### src/rtl/alu_issue_arbiter_if.sv
// Bundle of requester, response and ALU-side signals for alu_issue_arbiter.
// The slave modport is the arbiter's view. The master modport is the environment's view.
interface alu_issue_arbiter_if;
    logic        req0_valid;
    logic        req0_ready;
    logic [2:0]  req0_op;
    logic [31:0] req0_a;
    logic [31:0] req0_b;
    logic        req1_valid;
    logic        req1_ready;
    logic [2:0]  req1_op;
    logic [31:0] req1_a;
    logic [31:0] req1_b;
    logic        rsp_valid;
    logic        rsp_ready;
    logic        rsp_id;
    logic [31:0] rsp_data;
    logic [31:0] alu_data1;
    logic [31:0] alu_data2;
    logic [2:0]  alu_ctrl;
    logic [31:0] alu_data;
    logic        busy;

    modport slave (
        input  req0_valid, req0_op, req0_a, req0_b,
        input  req1_valid, req1_op, req1_a, req1_b,
        input  rsp_ready, alu_data,
        output req0_ready, req1_ready,
        output rsp_valid, rsp_id, rsp_data,
        output alu_data1, alu_data2, alu_ctrl, busy
    );

    modport master (
        output req0_valid, req0_op, req0_a, req0_b,
        output req1_valid, req1_op, req1_a, req1_b,
        output rsp_ready, alu_data,
        input  req0_ready, req1_ready,
        input  rsp_valid, rsp_id, rsp_data,
        input  alu_data1, alu_data2, alu_ctrl, busy
    );
endinterface

### src/rtl/alu_issue_arbiter.sv
// Shares one single-cycle ALU between two requesters with round-robin grant.
// Operands are held for MUL_CYCLES on multiply, and the result is returned on a tagged response.
module alu_issue_arbiter #(
    parameter int unsigned MUL_CYCLES = 3
) (
    input logic                 clk_i,
    input logic                 rst_i,
    alu_issue_arbiter_if.slave  bus
);
    typedef enum logic [1:0] {StIdle, StExec, StResp} state_e;

    localparam logic [2:0] OpMul   = 3'b100;
    localparam logic [3:0] MulLoad = 4'(MUL_CYCLES - 1);

    state_e      state_q, state_d;
    logic [3:0]  cnt_q, cnt_d;
    logic        last_grant_q, last_grant_d;
    logic [31:0] a_q, a_d;
    logic [31:0] b_q, b_d;
    logic [2:0]  op_q, op_d;
    logic        id_q, id_d;
    logic [31:0] rsp_data_q, rsp_data_d;
    logic        rsp_id_q, rsp_id_d;

    logic gnt_valid;
    logic gnt_id;

    always_comb begin
        gnt_valid = 1'b0;
        gnt_id    = 1'b0;
        if (state_q == StIdle) begin
            if (bus.req0_valid && bus.req1_valid) begin
                gnt_valid = 1'b1;
                gnt_id    = ~last_grant_q;
            end else if (bus.req0_valid) begin
                gnt_valid = 1'b1;
                gnt_id    = 1'b0;
            end else if (bus.req1_valid) begin
                gnt_valid = 1'b1;
                gnt_id    = 1'b1;
            end
        end
    end

    // Ready is masked while reset is held so that every output reads zero in reset.
    assign bus.req0_ready = rst_i && gnt_valid && !gnt_id;
    assign bus.req1_ready = rst_i && gnt_valid && gnt_id;

    always_comb begin
        state_d      = state_q;
        cnt_d        = cnt_q;
        last_grant_d = last_grant_q;
        a_d          = a_q;
        b_d          = b_q;
        op_d         = op_q;
        id_d         = id_q;
        rsp_data_d   = rsp_data_q;
        rsp_id_d     = rsp_id_q;
        unique case (state_q)
            StIdle: begin
                if (gnt_valid) begin
                    op_d    = gnt_id ? bus.req1_op : bus.req0_op;
                    a_d     = gnt_id ? bus.req1_a : bus.req0_a;
                    b_d     = gnt_id ? bus.req1_b : bus.req0_b;
                    id_d    = gnt_id;
                    cnt_d   = (op_d == OpMul) ? MulLoad : 4'd0;
                    state_d = StExec;
                end
            end
            StExec: begin
                if (cnt_q != 4'd0) begin
                    cnt_d = cnt_q - 4'd1;
                end else begin
                    rsp_data_d = bus.alu_data;
                    rsp_id_d   = id_q;
                    state_d    = StResp;
                end
            end
            StResp: begin
                if (bus.rsp_ready) begin
                    last_grant_d = id_q;
                    state_d      = StIdle;
                end
            end
            default: state_d = StIdle;
        endcase
    end

    always_ff @(posedge clk_i or negedge rst_i) begin
        if (!rst_i) begin
            state_q      <= StIdle;
            cnt_q        <= 4'd0;
            last_grant_q <= 1'b1;
            a_q          <= 32'd0;
            b_q          <= 32'd0;
            op_q         <= 3'b000;
            id_q         <= 1'b0;
            rsp_data_q   <= 32'd0;
            rsp_id_q     <= 1'b0;
        end else begin
            state_q      <= state_d;
            cnt_q        <= cnt_d;
            last_grant_q <= last_grant_d;
            a_q          <= a_d;
            b_q          <= b_d;
            op_q         <= op_d;
            id_q         <= id_d;
            rsp_data_q   <= rsp_data_d;
            rsp_id_q     <= rsp_id_d;
        end
    end

    assign bus.alu_data1 = a_q;
    assign bus.alu_data2 = b_q;
    assign bus.alu_ctrl  = op_q;
    assign bus.rsp_valid = (state_q == StResp);
    assign bus.rsp_data  = rsp_data_q;
    assign bus.rsp_id    = rsp_id_q;
    assign bus.busy      = (state_q != StIdle);
endmodule

### src/flat_wrapper.sv
// flat-port wrapper written by rule: the top's interface ports become plain ports
module alu_issue_arbiter_flat 
#(
    parameter int unsigned MUL_CYCLES = 3
)
  (clk_i, rst_i, bus_req0_valid, bus_req0_op, bus_req0_a, bus_req0_b, bus_req1_valid, bus_req1_op, bus_req1_a, bus_req1_b, bus_rsp_ready, bus_alu_data, bus_req0_ready, bus_req1_ready, bus_rsp_valid, bus_rsp_id, bus_rsp_data, bus_alu_data1, bus_alu_data2, bus_alu_ctrl, bus_busy);
  alu_issue_arbiter_if bus_i ();
  input logic clk_i;
  input logic rst_i;
  input wire logic [$bits(bus_i.req0_valid)-1:0] bus_req0_valid;
  input wire logic [$bits(bus_i.req0_op)-1:0] bus_req0_op;
  input wire logic [$bits(bus_i.req0_a)-1:0] bus_req0_a;
  input wire logic [$bits(bus_i.req0_b)-1:0] bus_req0_b;
  input wire logic [$bits(bus_i.req1_valid)-1:0] bus_req1_valid;
  input wire logic [$bits(bus_i.req1_op)-1:0] bus_req1_op;
  input wire logic [$bits(bus_i.req1_a)-1:0] bus_req1_a;
  input wire logic [$bits(bus_i.req1_b)-1:0] bus_req1_b;
  input wire logic [$bits(bus_i.rsp_ready)-1:0] bus_rsp_ready;
  input wire logic [$bits(bus_i.alu_data)-1:0] bus_alu_data;
  output wire logic [$bits(bus_i.req0_ready)-1:0] bus_req0_ready;
  output wire logic [$bits(bus_i.req1_ready)-1:0] bus_req1_ready;
  output wire logic [$bits(bus_i.rsp_valid)-1:0] bus_rsp_valid;
  output wire logic [$bits(bus_i.rsp_id)-1:0] bus_rsp_id;
  output wire logic [$bits(bus_i.rsp_data)-1:0] bus_rsp_data;
  output wire logic [$bits(bus_i.alu_data1)-1:0] bus_alu_data1;
  output wire logic [$bits(bus_i.alu_data2)-1:0] bus_alu_data2;
  output wire logic [$bits(bus_i.alu_ctrl)-1:0] bus_alu_ctrl;
  output wire logic [$bits(bus_i.busy)-1:0] bus_busy;
  assign bus_i.req0_valid = bus_req0_valid;
  assign bus_i.req0_op = bus_req0_op;
  assign bus_i.req0_a = bus_req0_a;
  assign bus_i.req0_b = bus_req0_b;
  assign bus_i.req1_valid = bus_req1_valid;
  assign bus_i.req1_op = bus_req1_op;
  assign bus_i.req1_a = bus_req1_a;
  assign bus_i.req1_b = bus_req1_b;
  assign bus_i.rsp_ready = bus_rsp_ready;
  assign bus_i.alu_data = bus_alu_data;
  assign bus_req0_ready = bus_i.req0_ready;
  assign bus_req1_ready = bus_i.req1_ready;
  assign bus_rsp_valid = bus_i.rsp_valid;
  assign bus_rsp_id = bus_i.rsp_id;
  assign bus_rsp_data = bus_i.rsp_data;
  assign bus_alu_data1 = bus_i.alu_data1;
  assign bus_alu_data2 = bus_i.alu_data2;
  assign bus_alu_ctrl = bus_i.alu_ctrl;
  assign bus_busy = bus_i.busy;
  alu_issue_arbiter #(.MUL_CYCLES(MUL_CYCLES)) u_core (.clk_i(clk_i), .rst_i(rst_i), .bus(bus_i));
endmodule
### config.mk
export PLATFORM = sky130hd
export DESIGN_NAME = alu_issue_arbiter_flat
export DESIGN_NICKNAME = d
export VERILOG_FILES = /design/src/rtl/alu_issue_arbiter_if.sv /design/src/rtl/alu_issue_arbiter.sv /design/src/flat_wrapper.sv
export SDC_FILE = /design/constraint.sdc
export NUM_CORES = 1
export LEC_CHECK = 0
export BUFFER_PORTS_ARGS = -buffer_cell sky130_fd_sc_hd__buf_2
export CAP_MARGIN = 20
export CORE_MARGIN = 5
export CORE_UTILIZATION = 45
export CTS_BUF_LIST = sky130_fd_sc_hd__clkbuf_8
export DETAILED_ROUTE_END_ITERATION = 6
export PLACE_DENSITY = 0.8
export SLEW_MARGIN = 15
export SYNTH_ARGS = -nofsm -noshare
export SYNTH_HDL_FRONTEND = slang
export SYNTH_SLANG_ARGS = --single-unit
### constraint.sdc
create_clock -name clk_i -period 4.2 [get_ports clk_i]
set_input_delay 0.42 -clock clk_i [delete_from_list [all_inputs] [get_ports clk_i]]
set_output_delay 0.42 -clock clk_i [all_outputs]
set_load 0.01 [all_outputs]
# --- Yosys cells after proc, flatten, opt, wreduce, memory -nomap -nowiden ---
# Index checks and enable logic that the tools add are counted.
totals:
  wordCells: 51
  memories: 0
  in_bits: 171
  ram_bits: 0
  mem_bits_ro: 0
  ff_bits: 108
  latch_bits: 0
classes:
  muxes: 18
  bitwise_logic: 2
  shifts: 0
  reduce_logical: 14
  n_addsub: 1
  multipliers: 0
  div: 0
  order_cmp: 0
  n_eq_ne: 7
ops:
  columns: ["operator", "count"]
  rows:
  - ["$mux W32", 2]
  - ["$mux W2", 4]
  - ["$mux W4", 2]
  - ["$pmux W4 S2", 1]
  - ["$mux W1", 7]
  - ["$pmux W2 S3", 1]
  - ["$reduce_and A2 Y1", 3]
  - ["$reduce_and A3 Y1", 2]
  - ["$logic_and A1 B1 Y1", 4]
  - ["$ne A2 B1 Y1 const B", 2]
  - ["$ne A2 B2 Y1 const B", 2]
  - ["$reduce_bool A2 Y1", 2]
  - ["$reduce_bool A4 Y1", 1]
  - ["$sub A4 B1 Y4 const B", 1]
  - ["$eq A3 B3 Y1 const B", 1]
  - ["$mux W3", 1]
  - ["$eq A2 B1 Y1 const B", 1]
  - ["$eq A2 B2 Y1 const B", 1]
  - ["$logic_not A2 Y1", 1]
  - ["$not A1 Y1", 2]
  - ["$logic_not A1 Y1", 1]

# --- Logic depth before layout (Yosys ltp) ---
# Gate-level depths: netlist (run 1).
logic_depth:
  depth_word: 9
  ltp_mapped: 8
  mapped_depth_nobuf: 6

# --- Worst setup path after synthesis (run 1) ---
# OpenSTA, ideal clock, no wires.
synth_path:
  path_kind: "reg2out"
  startpoint: "register u_core.last_grant_q"
  endpoint: "output port bus_req0_ready"
  t_arrival_ns: 1.244
  setup_slack_ns: 2.536
  path_buffers: 2
  path_stages_with_launch: 5
  required_ns: 3.780
  path_cell_list: "dfstp_2 a21bo_2 buf_4 buf_2 and3_1"
synth_via:
  elab_chain_cells: 5
synth_lines:
  columns: ["item", "line", "source"]
  rows:
  - ["from (decl)", "alu_issue_arbiter.sv:17", "logic last_grant_q, last_grant_d;"]
  - ["from (signal assigned)", "alu_issue_arbiter.sv:103", "last_grant_q <= last_grant_d;"]
  - ["$not A1 Y1", "alu_issue_arbiter.sv:34", "gnt_id = ~last_grant_q;"]
  - ["$mux W1", "alu_issue_arbiter.sv:32", "if (bus.req0_valid && bus.req1_valid) begin"]
  - ["$mux W1", "alu_issue_arbiter.sv:31", "if (state_q == StIdle) begin"]
  - ["$logic_not A1 Y1", "alu_issue_arbiter.sv:46", "assign bus.req0_ready = rst_i && gnt_valid && !gnt_id;"]
  - ["$logic_and A1 B1 Y1", "alu_issue_arbiter.sv:46", null]
  - ["to (decl)", "flat_wrapper.sv:20", "output wire logic [$bits(bus_i.req0_ready)-1:0] bus_req0_ready;"]
# Every way passes these cells.

# --- Worst setup path in the final report (run 1) ---
layout_path:
  startpoint: "register u_core.state_q[0]"
  endpoint: "output port bus_req0_ready"
layout_via:
  elab_chain_cells: 4
  word_cells_on_any_way: 6
layout_lines:
  columns: ["item", "line", "source"]
  rows:
  - ["from (decl)", "alu_issue_arbiter.sv:15", "state_e state_q, state_d;"]
  - ["from (signal assigned)", "alu_issue_arbiter.sv:91", "state_q <= StIdle;"]
  - ["from (signal assigned)", "alu_issue_arbiter.sv:101", "state_q <= state_d;"]
  - ["$logic_not A2 Y1 *", "alu_issue_arbiter.sv:31", null]
  - ["$mux W1", "alu_issue_arbiter.sv:31", null]
  - ["$logic_and A1 B1 Y1 or $logic_not A1 Y1 (tied branches)", "alu_issue_arbiter.sv:46", null]
  - ["$logic_and A1 B1 Y1 *", "alu_issue_arbiter.sv:46", null]
# Every way passes the cells marked *; elsewhere a longest branch is shown, timed or not.

==> key figures, run 1 <==
Die
  • Die Wd: 113 um
  • Full die area: 12800 um^2
  • Chip Height: 113 um
  • Initial Util: 46.1%
  • # rows: 37
  • Core area: 10400 um^2
  • I/O pin count: 275

Synthesis
  • Synth Area per Inst: 9.97 um^2
  • Number of synthesized flops with an enable pin: 0
  • Area contributors post-synth: dfrtp_1, nand2_1, mux2i_1, o21ai_0, o22ai_1
  • Register area share after synthesis: 56.5%
  • Predominant post-synthesis flop cell: dfrtp_1
  • Synth warnings: 0
  • Synth Instances: 480
  • Dominant cell by count in the synthesized netlist: nand2_1
  • Synthesized netlist net count: 653
  • Top cell type's share of synthesized area: 56.0%
  • Post-synth top cells: nand2_1, dfrtp_1, o21ai_0
  • Area leader, netlist: dfrtp_1
  • Flops & latches, synth: 108
  • Post-synth cell types: 37
  • Asr flop ratio synth: 100%
  • Post-Syn Area: 4780 um^2

Clocking
  • H-tree depth: 3
  • Worst skew pair latency: 0.36 ns
  • Post-CTS setup buffer count: 0
  • Clock Tree Buf Depth: 2
  • CTS tree: built
  • Total clock buffers created by CTS: 9
  • CTS resizes: 0
  • Root Driver: clkbuf_8
  • Clock transition at the registers of the reported paths: 0.10 ns
  • Clk sinks: 108
  • CTS Hold Buffers Added: 0

Final layout
  • Fillers: 895
  • Share of post-route cells with drive strength above 1: 40.6%
  • Synthesis-to-finish area growth: 34.4%
  • Post-Layout Cell Count: 882
  • NumNets Final: 915
  • Antenna diode count: 0

Critical path
  • R2R Path End: u_core.bus.alu_data2[3]
  • CP arrival: 1.88 ns
  • CP Capture Type: primary output
  • Worst reg-to-reg path cell count: 4
  • CP required: 3.78 ns
  • Kind of critical path: reg2out
  • Reg-to-reg startpoint: u_core.last_grant_q
  • R2R Setup Slk: 2.05 ns
  • Worst Path Max Fanout: 6
  • CP startpoint kind: flop

STA
  • Hold Fails Final Rpt: 0
  • Max-slew violations: 0
  • Tmin final: 2.30 ns
  • Skew final: 0.0152 ns
  • Fmax: 434 MHz
  • Setup TNS: 0 ns
  • Actual slew at the worst max-slew pin: 0.943 ns
  • Rel. slew slack: 37.1%
  • Setup-failing EPs final: 0
  • RSZ-0062 raised after global routing: false
  • Fin crit share: 54.8%

GRT
  • First-pass GRT wire length: 21200 um
  • Largest net degree at the start of global routing: 137
  • Grt total ovfl: 0
  • Number of global-route vias before repair: 4423
  • Overall routing resource usage: 20.6%
  • Antenna violations before repair: 0

Drt
  • Routed wire length per instance: 15.3 um
  • DRT antenna net count: 0
  • Pre-Repair DR Iteration Count: 4
  • DR vias: 4268
  • Post-Route WL: 13500 um
  • Vias/cell: 4.84
  • Residual DRC: 0
  • Drt initial violations: 204

Placed design
  • Placed cells: 865
  • Placer Congestion: 0.879
  • Port Buffers: 274
  • DP HPWL: 10200 um

Hold path
  • HP Class: in2async

Status
  • Status: finished, final reports clean

Power
  • Leak: 3.65 nW
  • Pwr dens: 684 nW/um^2
  • Max IR drop VDD: 0.387 mV

Run
  • Max-cap violations: 0
## per-layer routing
layer	wire length, um	global-route usage [%]	vias to the layer above
li1	-	-	2119
met1	5190	23.7	1968
met2	7130	37.8	163
met3	972	3.90	18
met4	225	7.37	0
met5	0	0	-
## flip-flops by register name, indices dropped and copies added (netlist names), 2 cells and up
signal and count:
u_core.cnt_q 4, u_core.bus.alu_data2 32, u_core.state_q 2, u_core.bus.alu_ctrl 3, u_core.bus.rsp_data 32, u_core.bus.alu_data1 32
## worst max-delay path: stages (launching register included)
cell and delay, ns:
dfrtp_1 0.50, nor2_1 0.33, inv_1 0.10, nor2_1 0.25
and3_1 0.20, buf_2 0.14
## worst max path at each step
| stage | startpoint | to | slack, ns | cells past startpoint |
|---|---|---|---|---|
| detailed placement | bus_req1_valid | u_core.bus.alu_data2[3] | 1.95 | 5 |
| global placement | bus_req1_valid | u_core.bus.alu_data1[23] | 2.01 | 5 |
| finish | u_core.state_q[0] | bus_req0_ready | 1.90 | 5 |
| CTS | u_core.state_q[0] | bus_req0_ready | 1.87 | 5 |
| global route | u_core.state_q[0] | bus_req0_ready | 1.75 | 5 |
| floorplan | u_core.last_grant_q | bus_req0_ready | 2.54 | 4 |
## where the power goes
group / leakage, nW / internal, W / switching, W
sequential: 1.33 / 0.00155 / 0.000276
clock: 0.0873 / 0.000272 / 0.000348
combinational: 2.23 / 0.000798 / 0.00115
## area by class of cell
type                            instances  area (um^2)  share of cell area (%)
Clock buffer                            9          124                    1.93
Sequential cell                       108         2700                    42.1
Timing Repair Buffer                  280         1450                    22.5
Tap cell                              136          170                    2.65
Multi-Input combinational cell        339         1900                    29.6
Inverter                                4         15.0                   0.234
Clock inverter                          6         66.3                    1.03
## cell families after synthesis
| logic type | share of synthesized area (%) |
|---|---|
| simple gates | 16.7 |
| buf+inv | 3.98 |
| compound gates | 9.44 |
| flops | 56.5 |
| fa+ha+maj | 0.523 |
| mux | 12.8 |
## cells in the final DEF, fill, tap and decap left out, types with 2 or more instances in the layout
cell type	n
buf_2	273
o22ai_1	9
nor2_1	8
inv_1	4
o21ai_0	63
o21ai_1	5
dfrtp_1	107
clkinvlp_4	3
nor3_1	2
mux2i_1	59
buf_4	5
clkbuf_8	9
and3_1	2
nand2_1	168
ha_1	2
## through the flow
stage / worst slack (ns) / instance area (um^2) / total power [W] / util, % / hold slack, ns
final: 1.90 / 6430 / 0.00439 / 62.0 / 0.0107
after global routing: 1.75 / 6430 / 0.00476 / 62.0 / 0.0323
after CTS: 1.87 / 6390 / 0.00441 / 61.6 / 0.00221
after detailed placement: 1.95 / 6200 / 0.00379 / 59.7 / 0.417
after global placement: 2.01 / 6200 / 0.00369 / 59.7 / 0.421
after floorplan: 2.54 / 4780 / 0.00299 / - / 0.124
Power figures use the tool's default switching activity.
==> inputs of run 2 (changes only) <==
Clock period 4.2 ns to 2.15 ns, I/O delays scaled along.
==> key figures, run 2 (same netlist as run 1, synthesis figures left out) <==
Die
  • Core area: 10400 um^2
  • # rows: 37
  • Die Wd: 113 um
  • Full die area: 12800 um^2
  • I/O pin count: 275
  • Initial Util: 46.1%
  • Chip Height: 113 um

Power
  • Total power: 0.00856 W
  • Max IR drop VDD: 0.664 mV
  • Pwr dens: 1320 nW/um^2
  • Leak: 3.68 nW

Drt
  • Drt initial violations: 263
  • Routed wire length per instance: 15.1 um
  • Vias/cell: 4.91
  • Pre-Repair DR Iteration Count: 4
  • Residual DRC: 0
  • Post-Route WL: 13400 um
  • DR vias: 4357
  • DRT antenna net count: 0

Placed design
  • Post-Place Worst Slack: 0.342 ns
  • Placer Congestion: 0.912
  • Port Buffers: 274
  • DP HPWL: 10500 um

Critical path
  • CP required: 1.93 ns
  • CP Capture Type: primary output
  • Worst Path Max Fanout: 24
  • CP startpoint kind: flop
  • CP arrival: 1.76 ns
  • Kind of critical path: reg2out

STA
  • Setup-failing EPs final: 0
  • RSZ-0062 raised after global routing: false
  • Rel. slew slack: 48.8%
  • Skew final: 0.0109 ns
  • Hold Fails Final Rpt: 0
  • Final setup margin: 0.179 ns
  • Setup TNS: 0 ns
  • Fin crit share: 91.7%
  • Fmax: 507 MHz
  • Tmin final: 1.97 ns
  • Max-slew violations: 0
  • Actual slew at the worst max-slew pin: 0.765 ns

Clocking
  • H-tree depth: 3
  • Root Driver: clkbuf_8
  • Total clock buffers created by CTS: 9
  • CTS tree: built
  • Clock Tree Buf Depth: 2
  • Clk sinks: 108
  • Clock transition at the registers of the reported paths: 0.10 ns
  • Worst skew pair latency: 0.36 ns

Final layout
  • Commonest non-fill, non-tap cells in the layout: buf_2, nand2_1, dfrtp_1
  • Multi-input logic area: 1910 um^2
  • Commonest non-fill, non-tap cell in the layout: buf_2
  • Synthesis-to-finish area growth: 35.4%
  • NumNets Final: 919
  • Sequential cell area: 2700 um^2
  • Share of post-route cells with drive strength above 1: 41.1%
  • Fillers: 878
  • Antenna diode count: 0

Run
  • Max-cap violations: 0

GRT
  • Grt total ovfl: 0
  • Number of global-route vias before repair: 4510
  • Overall routing resource usage: 20.8%
  • Largest net degree at the start of global routing: 78
  • Antenna violations before repair: 0
  • First-pass GRT wire length: 21700 um

Hold path
  • HP Class: in2reg

Status
  • Status: finished, final reports clean
==> run 2: changes by cell type in the layout (fill, tap and decap cells not counted), sizes merged <==
cell,before,now
clkbuf,9,10
buf,280,283
clkinvlp,3,1
bufinv,1,0
clkinv,2,5
dlygate4sd3,0,1
==> run 2: through the flow <==
stage / cell area (um^2) / cells / util (%) / hold slack, ns
after floorplan: 4780 / 480 / - / -0.0806
after detailed placement: 6280 / 870 / 60.6 / 0.196
final: 6480 / 887 / 62.5 / 0.0379
after CTS: 6470 / 887 / 62.4 / 0.0206
after global placement: 6280 / 870 / 60.6 / 0.190
after global routing: 6480 / 887 / 62.5 / 0.0198
==> run 2: path summary, 6_finish.rpt <==
path / slack [ns] / cells after the start / endpoint / from
min in group asynchronous: 0.34 / 2 / u_core.cnt_q[1] / rst_i
min: 0.04 / 3 / u_core.bus.rsp_data[9] / bus_alu_data[9]
min reg2reg: 0.48 / 2 / u_core.bus.alu_data1[6] / u_core.bus.alu_data1[6]
max reg2reg: 0.26 / 7 / u_core.bus.rsp_data[26] / u_core.cnt_q[0]
max in group asynchronous: 1.06 / 3 / u_core.last_grant_q / rst_i
max: 0.18 / 4 / bus_req0_ready / u_core.last_grant_q
==> run 2: what timing repair did <==
action / 4_1_cts / 5_1_grt
endpoints found under the hold margin: 31 / 0
setup endpoints to repair: 0 / 2
hold buffers: 1 / 0
buffers inserted: 0 / 0
resized for setup: 0 / 2
==> run 2: cell type report <==
cell class	count	area share, %
clock inverters	6	0.618
multi-input cells	339	29.5
flip-flops and latches	108	41.8
repair buffers	284	23.2
well taps	136	2.63
clock buffers	10	2.13
inverters	4	0.232
==> run 2: critical path, cell delays in order (launching register included) <==
cell,delay (ns)
dfstp_2,0.56
a21bo_4,0.17
buf_4,0.33
and3_1,0.20
buf_2,0.14
==> run 2: layer usage <==
layer / global-route usage (%) / vias to the layer above / part of all wire (%)
li1: - / 2130 / -
met3: 4.65 / 23 / 8.0
met5: 0 / - / 0
met2: 37.6 / 175 / 53
met1: 24.5 / 2029 / 37
met4: 6.89 / 0 / 2.1
==> run 2: report_power, final <==
part	switching (W)	leakage (nW)	internal, W
registers	0.000563	1.33	0.00302
logic	0.00226	2.25	0.00159
clock network	0.000682	0.0920	0.000452
total	0.00350	3.68	0.00506
==> inputs of run 3 (changes only) <==
Settings changed: CORE_ASPECT_RATIO set to 0.6, GPL_ROUTABILITY_DRIVEN set to 0, PLACE_DENSITY 0.8 to 0.87.
==> key figures, run 3 (same netlist as run 1, synthesis figures left out) <==
Critical path
  • CP Capture Type: primary output
  • CP startpoint kind: flop
  • Kind of critical path: reg2out
  • CP arrival: 1.78 ns
  • Worst Path Max Fanout: 6
  • CP required: 1.93 ns
  • Worst reg-to-reg path cell count: 7

Clocking
  • Clock transition at the registers of the reported paths: 0.10 ns
  • Clk sinks: 108
  • Post-CTS setup buffer count: 0
  • Worst skew pair latency: 0.36 ns
  • CTS tree: built
  • H-tree depth: 3
  • Clock Tree Buf Depth: 2
  • Root Driver: clkbuf_8
  • Total clock buffers created by CTS: 9

Drt
  • Routed wire length per instance: 14.8 um
  • DRT antenna net count: 0
  • Drt initial violations: 157
  • Post-Route WL: 13200 um
  • Pre-Repair DR Iteration Count: 4
  • Vias/cell: 4.78
  • Residual DRC: 0
  • DR vias: 4262

STA
  • Tmin final: 1.99 ns
  • Worst Hold Slack: 0.0339 ns
  • Setup-failing EPs final: 0
  • Skew final: 0.00822 ns
  • Fin crit share: 92.7%
  • Fmax: 502 MHz
  • Rel. slew slack: 57.1%
  • RSZ-0062 raised after global routing: false
  • Actual slew at the worst max-slew pin: 0.642 ns
  • Hold Fails Final Rpt: 0
  • Max-slew violations: 0
  • Setup TNS: 0 ns

GRT
  • Largest net degree at the start of global routing: 69
  • Number of global-route vias before repair: 4203
  • First-pass GRT wire length: 20800 um
  • Overall routing resource usage: 20.0%
  • Antenna violations before repair: 1
  • Grt total ovfl: 0

Final layout
  • Fillers: 882
  • Commonest non-fill, non-tap cell in the layout: buf_2
  • Share of post-route cells with drive strength above 1: 40.9%
  • Commonest non-fill, non-tap cells in the layout: buf_2, nand2_1, dfrtp_1
  • Synthesis-to-finish area growth: 35.3%
  • NumNets Final: 920

Die
  • Die Wd: 143 um
  • # rows: 29
  • Initial Util: 45.6%
  • Full die area: 12900 um^2
  • Core area: 10500 um^2
  • Chip Height: 89.9 um
  • I/O pin count: 275

Status
  • Status: finished, final reports clean

Placed design
  • DP HPWL: 10300 um
  • Port Buffers: 274

Power
  • Max IR drop VDD: 0.722 mV
  • Reg power frac: 41.2%
  • Pint: 0.00511 W
  • Combinational share of power: 44.4%
  • Sw Share: 40.6%
  • Pwr dens: 1330 nW/um^2
  • Switching power: 0.00349 W
  • Clock network fraction of total power: 14.5%
  • Leak: 3.68 nW

Hold path
  • Hold Path Stages: 3
  • HP Class: in2reg

Run
  • Max-cap violations: 0
[run 3: per-stage QoR]
stage | cells | power [W] | area (um^2) | utilization [%] | worst slack [ns]
floorplan | 480 | 0.00584 | 4780 | - | 0.529
global placement | 873 | 0.00730 | 6250 | 59.6 | 0.482
detailed placement | 873 | 0.00746 | 6250 | 59.6 | 0.407
CTS | 889 | 0.00872 | 6460 | 61.6 | 0.0549
global route | 891 | 0.00932 | 6470 | 61.7 | 0.00101
finish | 891 | 0.00860 | 6470 | 61.7 | 0.156
[run 3: power groups by stage]
| stage | Combinational [W] | Sequential [W] | Clock (W) |
|---|---|---|---|
| 2_1_floorplan | 0.00185 | 0.00400 | 0 |
| 3_3_place_gp | 0.00376 | 0.00354 | 0 |
| 3_5_place_dp | 0.00390 | 0.00357 | 0 |
| 4_1_cts | 0.00389 | 0.00354 | 0.00130 |
| 5_1_grt | 0.00428 | 0.00367 | 0.00138 |
| 6_report | 0.00381 | 0.00354 | 0.00124 |
[run 3: final timing paths]
kind | slack (ns) | endpoint | start
setup reg to reg | 0.39 | u_core.bus.rsp_data[21] | u_core.cnt_q[0]
hold / removal | 0.03 | u_core.bus.rsp_data[25] | bus_alu_data[25]
min in group asynchronous | 0.23 | u_core.state_q[0] | rst_i
max in group asynchronous | 1.09 | u_core.bus.alu_data2[30] | rst_i
setup / recovery | 0.16 | bus_req1_ready | u_core.state_q[0]
hold reg to reg | 0.48 | u_core.bus.alu_data2[14] | u_core.bus.alu_data2[14]
[run 3: final cells by class]
type                    count  area [um^2]  share of cell area, %
well taps                 139          174                   2.69
multi-input cells         339         1910                   29.4
clock buffers               9          124                   1.91
clock inverters             6         72.6                   1.12
repair buffers            285         1470                   22.8
inverters                   4         15.0                  0.232
flip-flops and latches    108         2700                   41.8
diodes                      1         2.50                 0.0387
[run 3: repair_timing]
action | CTS | global route
setup endpoints to repair | 0 | 2
hold buffers | 1 | 1
gates resized for setup | 0 | 1
hold endpoints to repair | 4 | 1
[run 3: critical path: stages (launching register included)]
cell,delay (ns)
dfrtp_1,0.49
nor2_1,0.30
inv_1,0.10
nor2_2,0.22
and3_1,0.18
buf_2,0.12
[run 3: metal layers]
| layer | track usage, % | part of all wire (%) |
|---|---|---|
| met5 | 0 | 0 |
| met4 | 5.70 | 2.1 |
| met1 | 26.9 | 43 |
| met3 | 5.09 | 7.3 |
| met2 | 32.2 | 48 |
